[src/rtl/tone_pkg.sv]
// Shared constants, types and helpers for the square-wave tone generator.
// Half-period table is stored at 100 MHz and rescaled to the build clock.
package tone_pkg;

    localparam int unsigned CNT_W_DEF  = 20;
    localparam int unsigned CLK_HZ_DEF = 100_000_000;

    localparam logic [3:0] N_C  = 4'd0;
    localparam logic [3:0] N_CS = 4'd1;
    localparam logic [3:0] N_D  = 4'd2;
    localparam logic [3:0] N_DS = 4'd3;
    localparam logic [3:0] N_E  = 4'd4;
    localparam logic [3:0] N_F  = 4'd5;
    localparam logic [3:0] N_FS = 4'd6;
    localparam logic [3:0] N_G  = 4'd7;
    localparam logic [3:0] N_GS = 4'd8;
    localparam logic [3:0] N_A  = 4'd9;
    localparam logic [3:0] N_AS = 4'd10;
    localparam logic [3:0] N_B  = 4'd11;
    localparam logic [3:0] N_X  = 4'd12;

    localparam logic [2:0] H_MAX = 3'd4;

    // Octave-2 half periods in cycles of a 100 MHz clock.
    localparam int unsigned HALF_O2 [12] = '{
        764467, 721542, 681051, 642821, 606745, 572692,
        540546, 510209, 481575, 454545, 429034, 404954
    };

    typedef enum logic {
        SILENT = 1'b0,
        PLAY   = 1'b1
    } state_e;

    typedef struct packed {
        logic [3:0] note;
        logic [2:0] oct;
    } tgt_t;

    localparam tgt_t TGT_REST = '{note: N_X, oct: 3'd2};

    function automatic longint unsigned half_at(
        input int              n,
        input longint unsigned clk_hz
    );
        if (n < 0 || n > 11) return 64'd0;
        return (64'(HALF_O2[n]) * clk_hz + 64'd50_000_000)
               / 64'd100_000_000;
    endfunction

    function automatic tgt_t classify(
        input logic       en,
        input logic [3:0] f,
        input logic [2:0] h
    );
        tgt_t t;
        t.note = (en && (f < N_X)) ? f : N_X;
        t.oct  = (h > H_MAX) ? H_MAX : h;
        return t;
    endfunction

endpackage

[src/rtl/note_period_lut.sv]
// Combinational note/octave to half-period lookup.
// Rest codes map to zero; the table is folded at elaboration.
module note_period_lut
    import tone_pkg::*;
#(
    parameter int unsigned CNT_W  = CNT_W_DEF,
    parameter int unsigned CLK_HZ = CLK_HZ_DEF
) (
    input  logic [3:0]       note_i,
    input  logic [2:0]       h_eff_i,
    output logic [CNT_W-1:0] half_o
);

    logic [CNT_W-1:0] tbl [16];

    for (genvar i = 0; i < 16; i++) begin : g_tbl
        assign tbl[i] = CNT_W'(half_at(i, 64'(CLK_HZ)));
    end

    assign half_o = tbl[note_i] >> h_eff_i;

endmodule

[src/rtl/tone_gen.sv]
// Glitch-free 50% square-wave tone generator with input qualification.
// Pitch changes and muting land only on full-period boundaries.
module tone_gen
    import tone_pkg::*;
#(
    parameter int unsigned CNT_W  = CNT_W_DEF,
    parameter int unsigned CLK_HZ = CLK_HZ_DEF
) (
    input  logic       clk,
    input  logic       rst_n,
    input  logic       en,
    input  logic [3:0] freq,
    input  logic [2:0] h,
    output logic       spk,
    output logic       playing,
    output logic       edge_tick
);

    logic [7:0]       in_q;
    logic [7:0]       live;
    logic             stable;
    tgt_t             tgt_live;
    tgt_t             tgt_q;
    tgt_t             tgt;
    state_e           state_q, state_d;
    logic [CNT_W-1:0] cnt_q, cnt_d;
    tgt_t             cur_q, cur_d;
    logic             spk_q, spk_d;
    logic             tick_q, tick_d;
    logic [CNT_W-1:0] tgt_half;
    logic [CNT_W-1:0] cur_half;

    assign live     = {en, freq, h};
    assign stable   = (in_q == live);
    assign tgt_live = classify(en, freq, h);
    // Hold the last qualified target while the inputs are moving.
    assign tgt      = stable ? tgt_live : tgt_q;

    note_period_lut #(
        .CNT_W (CNT_W),
        .CLK_HZ(CLK_HZ)
    ) u_lut_tgt (
        .note_i (tgt.note),
        .h_eff_i(tgt.oct),
        .half_o (tgt_half)
    );

    note_period_lut #(
        .CNT_W (CNT_W),
        .CLK_HZ(CLK_HZ)
    ) u_lut_cur (
        .note_i (cur_q.note),
        .h_eff_i(cur_q.oct),
        .half_o (cur_half)
    );

    always_ff @(posedge clk or negedge rst_n) begin
        if (!rst_n) begin
            in_q    <= '0;
            tgt_q   <= TGT_REST;
            state_q <= SILENT;
            cnt_q   <= '0;
            cur_q   <= TGT_REST;
            spk_q   <= 1'b0;
            tick_q  <= 1'b0;
        end else begin
            in_q    <= live;
            tgt_q   <= tgt;
            state_q <= state_d;
            cnt_q   <= cnt_d;
            cur_q   <= cur_d;
            spk_q   <= spk_d;
            tick_q  <= tick_d;
        end
    end

    always_comb begin
        state_d = state_q;
        cnt_d   = cnt_q;
        cur_d   = cur_q;
        spk_d   = spk_q;
        tick_d  = 1'b0;
        unique case (state_q)
            SILENT: begin
                spk_d = 1'b0;
                if (tgt.note != N_X) begin
                    cur_d   = tgt;
                    cnt_d   = tgt_half - CNT_W'(1);
                    spk_d   = 1'b1;
                    tick_d  = 1'b1;
                    state_d = PLAY;
                end
            end
            PLAY: begin
                if (cnt_q != '0) begin
                    cnt_d = cnt_q - CNT_W'(1);
                end else begin
                    tick_d = 1'b1;
                    spk_d  = ~spk_q;
                    if (!spk_q) begin
                        cnt_d = cur_half - CNT_W'(1);
                    end else if (tgt.note == N_X) begin
                        cnt_d   = '0;
                        state_d = SILENT;
                    end else if (tgt != cur_q) begin
                        cur_d = tgt;
                        cnt_d = tgt_half - CNT_W'(1);
                    end else begin
                        cnt_d = cur_half - CNT_W'(1);
                    end
                end
            end
            default: state_d = SILENT;
        endcase
    end

    always_comb begin
        spk       = spk_q;
        playing   = (state_q == PLAY);
        edge_tick = tick_q;
    end

endmodule

[config.mk]
export PLATFORM = sky130hd
export DESIGN_NAME = tone_gen
export DESIGN_NICKNAME = d
export VERILOG_FILES = /design/src/rtl/tone_pkg.sv /design/src/rtl/note_period_lut.sv /design/src/rtl/tone_gen.sv
export SDC_FILE = /design/constraint.sdc
export NUM_CORES = 1
export LEC_CHECK = 0
export ABC_CLOCK_PERIOD_IN_PS = 5800
export CORE_MARGIN = 5
export CORE_UTILIZATION = 45
export DETAILED_ROUTE_END_ITERATION = 10
export GPL_TIMING_DRIVEN = 0
export PLACE_DENSITY = 0.6
export SLEW_MARGIN = 20
export SYNTH_ARGS = -nofsm -noshare
export SYNTH_HDL_FRONTEND = slang
export SYNTH_HIERARCHICAL = 1
export SYNTH_SLANG_ARGS = --single-unit
[constraint.sdc]
create_clock -name clk -period 5.8 [get_ports clk]
set_clock_uncertainty 0.05 [all_clocks]
set_input_delay 0.58 -clock clk [delete_from_list [all_inputs] [get_ports clk]]
set_output_delay 0.58 -clock clk [all_outputs]
set_load 0.01 [all_outputs]
; ---- After elaboration in Yosys (flattened, before gate mapping)
; Memories as Yosys holds them, arrays and structs flattened.
; Index checks and enable logic that the tools add are counted.
[classes]
add_sub_neg = 3
order_cmp = 4
n_eq_ne = 9
shifts = 2
mux = 28
bitwise_logic = 4
n_reduce_logical = 3
[ops]
columns = cell, count
row1 = $mux 20, 9
row2 = $sub 20x1->20 const B, 3
row3 = $mux 7, 6
row4 = $pmux 20 s2, 1
row5 = $shr 20x3->20, 2
row6 = $reduce_bool 20->1, 1
row7 = $pmux 7 s2, 1
row8 = $ge 5x5->1 const B, 2
row9 = $not 4->5, 2
row10 = $eq 8x8->1, 1
row11 = $ne 7x7->1, 1
row12 = $mux 1, 6
row13 = $ne 2x2->1 const B, 3
row14 = $pmux 1 s2, 3
row15 = $reduce_and 5->1, 1
row16 = $eq 4x4->1 const B, 1
row17 = $lt 4x4->1 const B, 1
row18 = $mux 4, 1
row19 = $ne 2x1->1 const B, 2
row20 = $ne 4x4->1 const B, 1
row21 = $gt 3x3->1 const B, 1
row22 = $mux 3, 1
row23 = $not 1->1, 2
row24 = $logic_and 1x1->1, 1
[word_totals]
ff_bits = 45
rom_bits = 640
out_inout_bits = 3
elab_cells = 64
n_memories = 2
[memory_table]
columns = name, words, width, rd, rd_clocked_by_memory_dff, write_ports, line
row1 = (name not given), 16, 20, 1, 0, 0, note_period_lut.sv:20  ; assign half_o = tbl[note_i] >> h_eff_i;
row2 = (name not given), 16, 20, 1, 0, 0, note_period_lut.sv:20

; ---- Depth between registers and ports, before layout
; Gate-level depths: netlist (run 1).
[logic_depth]
word_depth = 15
ltp_mapped = 26

; ---- Modules after synthesis
; Netlist (run 1), hierarchy kept.
[by_module_without_submodules]
columns = module, instances, cells_per_inst, area_per_inst_um2, seq_area_each_um2
row1 = tone_gen, 1, 434, 3747.3, 1133.6
row2 = note_period_lut (u_lut_tgt), 1, 217, 1465.2, 0.0
row3 = note_period_lut (u_lut_cur), 1, 214, 1463.9, 0.0

; ---- Worst setup path after synthesis (run 1)
; No wires, ideal clock.
[synth_timing]
path_kind = input to register
startpoint = input freq[3]
endpoint = register cnt_q[19]
t_arrival_ns = 5.472
t_required_ns = 5.663
path_slack_ns = 0.191
stages = 22
cell_sequence = xnor2_1 > and4_1 > buf_2 > nand2_2 > clkbuf_1 > o21ai_0 > buf_2 > inv_1 > ha_1 > buf_6 > nand2_1 > nor3b_1 > or3_4 > mux2_2 > mux2_2 > or4_1 > nor3_2 > nand4b_1 > xnor2_1 > mux2i_1 > o221a_2 > o211ai_1
[synth_between]
elab_chain_len = 15
[synth_lines]
columns = item, line
row1 = start: declaration, tone_gen.sv:12  ; input logic [3:0] freq,
row2 = $lt 4x4->1, tone_pkg.sv:57  ; t.note = (en && (f < N_X)) ? f : N_X;
row3 = $logic_and 1x1->1, tone_pkg.sv:57
row4 = $mux 4, tone_pkg.sv:57
row5 = $mux 7 *, tone_gen.sv:37  ; assign tgt = stable ? tgt_live : tgt_q;
row6 = $not 4->5 (not written as such), note_period_lut.sv:20
row7 = $mem_v2 16x20, -
row8 = $mux 20 (not written as such) (2 in series), note_period_lut.sv:20
row9 = $shr 20x3->20 *, note_period_lut.sv:20
row10 = net tgt_half[7], tone_gen.sv:30  ; logic [CNT_W-1:0] tgt_half;
row11 = $sub 20x1->20 *, "tone_gen.sv:88, tone_gen.sv:107"
row12 = $mux 20, tone_gen.sv:105  ; end else if (tgt != cur_q) begin
row13 = $mux 20, tone_gen.sv:102  ; end else if (tgt.note == N_X) begin
row14 = $mux 20, tone_gen.sv:100  ; if (!spk_q) begin
row15 = $mux 20, tone_gen.sv:95  ; if (cnt_q != '0) begin
row16 = $pmux 20 s2 *, tone_gen.sv:83  ; unique case (state_q)
row17 = end signal: assignment, tone_gen.sv:70  ; cnt_q <= cnt_d;
row18 = end: declaration, tone_gen.sv:26  ; logic [CNT_W-1:0] cnt_q, cnt_d;
; Mark *: on every way through the listed nets, which the timed path passes. The rest lies on a longest branch. The select of a mux whose other input is x is not followed.
; A chain may end at the register's enable or synchronous reset.

; ---- Worst setup path after layout (run 1)
; Same ends and word-level chain as after synthesis.

==> results of run 1 <==
worst paths after layout:
| path | to | slack [ps] |
|---|---|---|
| min | edge_tick | 170 |
| min reg2reg | cnt_q[1] | 560 |
| max in group asynchronous | cur_q[5] | 4930 |
| min in group clk | in_q[1] | 460 |
| max reg2reg | cnt_q[19] | 480 |
| max | cnt_q[19] | 240 |
sequential cells by signal, summed over array words and instances (netlist names):
register,flops
edge_tick,1
tgt_q,7
cur_q,7
cnt_q,20
in_q,8
playing,1
spk,1
through the flow:
| step | setup slack (ps) | hold slack, ps |
|---|---|---|
| 4_1_cts | 58.2 | 184 |
| 5_1_grt | -13.5 | 210 |
| 2_1_floorplan | 191 | 234 |
| 6_report | 242 | 165 |
| 3_5_place_dp | -1500 | 509 |
| 3_3_place_gp | -1440 | 530 |
critical path: cells and delay by family:
family / cells / cell delay (ps)
muxes: 3 / 670
buffers and inverters: 6 / 1150
adders and majority gates: 1 / 340
xor gates and xnor gates: 2 / 490
and+or+nand+nor: 8 / 1980
AOI/OAI and AO/OA: 3 / 500
final cells by class:
type	count	area [um2]	share of cell area
multi-input combinational	734	5270	0.710
sequential	45	1130	0.153
buffer	56	355	0.0479
tap	184	230	0.0310
timing repair buffer	18	159	0.0214
clock buffer	6	129	0.0174
inverter	28	109	0.0147
clock inverter	2	35.0	0.00472
synthesized netlist by cell type, drive strengths merged, types with 7 or more instances:
library cell  number  area, um2
xor2              25        219
nand4              8       56.3
nor3              26        145
a211oi            10       75.1
o22ai             20        131
nand2             80        308
a21o              10       75.1
nor4              20        153
mux2              16        184
ha                20        250
and3               7       43.8
nand3b            10       75.1
dfrtp             39        976
o31ai             10        113
clkbuf            14       52.6
or2               13       81.3
nand2b            30        188
and2               9       56.3
a31oi             10       62.6
nor2b             20        125
nor2              76        290
buf               44        294
nand3             17       85.1
mux2i             35        350
o211ai            24        185
or3                8       55.1
xnor2             42        368
o21ai             58        294
inv               26       97.6
a21oi             37        200
power groups by stage:
stage,logic (mW),registers [mW],clock network [mW]
after floorplan,0.572,0.336,0
after detailed placement,0.781,0.338,0
after CTS,0.817,0.333,0.340
after global routing,0.923,0.334,0.350
after global placement,0.771,0.338,0
final,0.863,0.334,0.337
cells by family (layout without fill, tap and decap cells):
kind of cell             Yosys count  after routing  share of synthesized area
flip-flops                        45             45                      0.170
buffers and inverters             86            110                     0.0677
XOR/XNOR                          67             67                     0.0879
multiplexers                      54             54                     0.0901
adder cells (fa/ha/maj)           20             20                     0.0375
AO/OA/AOI/OAI                    249            249                      0.271
AND/OR/NAND/NOR                  344            344                      0.276
per-layer routing:
layer | GRT usage | part of all wire | up-vias
met4 | 0.0851 | 0.033 | 0
met5 | 0 | 0 | -
met1 | 0.341 | 0.42 | 3340
met2 | 0.395 | 0.46 | 428
li1 | - | - | 3249
met3 | 0.0420 | 0.086 | 78
repair_timing:
item	CTS	global route
pin swaps	5	4
setup buffers	4	1
endpoints found under the setup margin	17	15
resized for setup	29	25
==> impl_metrics.env, run 1 <==
export IMPL_drive_above_1_share=0.173
export IMPL_r2r_cells=23
export IMPL_place_area_mm2=0.00704
export IMPL_syn_area_mm2=0.00668
export IMPL_cts_hold_buf=0
export IMPL_crit_fanout=10
export IMPL_startpoint="freq[3]"
export IMPL_vias=7095
export IMPL_period_needed_ps=5560
export IMPL_synth_ff_latch_count=45
export IMPL_clock_path_buffers=2
export IMPL_final_area_mm2=0.00742
export IMPL_power_switching_share=0.440
export IMPL_antenna_found_initial=0
export IMPL_required_ps=5970
export IMPL_die_h_um=132
export IMPL_clk_pin_slew_ps=70
export IMPL_slew_headroom=0.350
export IMPL_fmax_ghz=0.180
export IMPL_row_count=44
export IMPL_io_pins=13
export IMPL_initial_core_util=0.459
export IMPL_grt_pass1_wl_um=36200
export IMPL_core_area_mm2=0.0145
export IMPL_place_inst=1062
export IMPL_avgViaCountPerCell=6.61
export IMPL_switchingPower_mw=0.675
export IMPL_fp_dieW_um=132
export IMPL_internal_power_mw=0.859
export IMPL_drcViolationCount=0
export IMPL_syn_area_per_cell_um2=7.72
export IMPL_dr_pass1_iters=6
export IMPL_fin_cells=1073
export IMPL_layout_commonest_cell="nand2_1"
export IMPL_async_flop_share=1.00
export IMPL_worst_path_most_repeated_cell="buf_6"
export IMPL_ys_types=96
export IMPL_clock_sinks=45
export IMPL_ant_nets=0
export IMPL_num_antenna_cells=0
export IMPL_period_share=0.958
export IMPL_area_delta_synth_final_pct=11.1
export IMPL_cts_root_buf="clkbuf_16"
export IMPL_final_cell_mix="nand2_1, nor2_1, o21ai_0, dfrtp_1"
export IMPL_io_buffer_count=12
export IMPL_clock_power_share=0.220
export IMPL_critical_path_slowest_cell="or4_4"
export IMPL_hold_viol=0
export IMPL_power_leakage_nw=2.87
export IMPL_p_comb_frac=0.563
export IMPL_routedWlPerCell_um=20.7
export IMPL_cp_slowest_stage_delay_ps=570
export IMPL_syn_num_nets=895
export IMPL_rr_startpoint="in_q[6]"
export IMPL_dp_hpwl_um=16800
export IMPL_finalPower_mw=1.53
export IMPL_ys_seq_area_frac=0.170
export IMPL_cp_start_kind="primary input"
export IMPL_grt_max_degree=29
export IMPL_clock_latency_ps=300
export IMPL_p_per_area_mw_per_mm2=207
export IMPL_cp_cell_sequence="dlygate4sd2_1 > xnor2_2 > and4_1 > buf_2 > nand2_2 > buf_6 > o21ai_4 > buf_6 > clkinvlp_4 > ha_1 > buf_6 > nand2_2 > nor3b_1 > or3_4 > mux2_2 > mux2_2 > or4_4 > nor3_4 > nand4b_1 > xnor2_2 > mux2i_1 > o221a_2 > o211ai_1"
export IMPL_fin_util=0.510
export IMPL_cp_arrival_ps=5730
export IMPL_hold_path_class="in2async"
export IMPL_first_iter_violations=740
export IMPL_setup_viol=0
export IMPL_maxCapViolCount=0
export IMPL_fillers=1430
export IMPL_grtUsageTotal=0.248
export IMPL_gp_congestion=1.00
export IMPL_nNetsFinal=918
export IMPL_status="finished, final reports clean"
export IMPL_htreeDepth=2
export IMPL_cp_end_kind="flip-flop"
export IMPL_grt_pass1_vias=6739
export IMPL_synth_edf_count=0
export IMPL_dieArea_mm2=0.0174
export IMPL_syn_inst=865
export IMPL_seq_power_share=0.217
export IMPL_path_class="in2reg"
export IMPL_tritoncts="yes"
export IMPL_drv_slew=0
export IMPL_wl_um=22200
export IMPL_synth_warnings=6
export IMPL_numCtsBuffers=5
export IMPL_setup_tns_ps=0
export IMPL_synthFlopType="dfrtp_1"
export IMPL_tightest_slew_ps=967
export IMPL_vdd_ir_drop_max_mv=0.149
export IMPL_grt_ovfl_total=0
No activity file was read; power rests on OpenSTA's default activity.
==> inputs of run 2 (changes only) <==
CTS_CLUSTER_SIZE = 20   (was not set)
==> results of run 2 <==
No change in the layout: final DEF, timing and power equal those of run 1.
==> inputs of run 3 (changes only) <==
--- a/constraint.sdc
+++ b/constraint.sdc
@@ -4,2 +4,2 @@
 set_output_delay 0.58 -clock clk [all_outputs]
-set_load 0.01 [all_outputs]
+set_load 0.02 [all_outputs]
==> results of run 3 <==
The final DEF is identical to that of run 1. Status: finished, final reports clean.
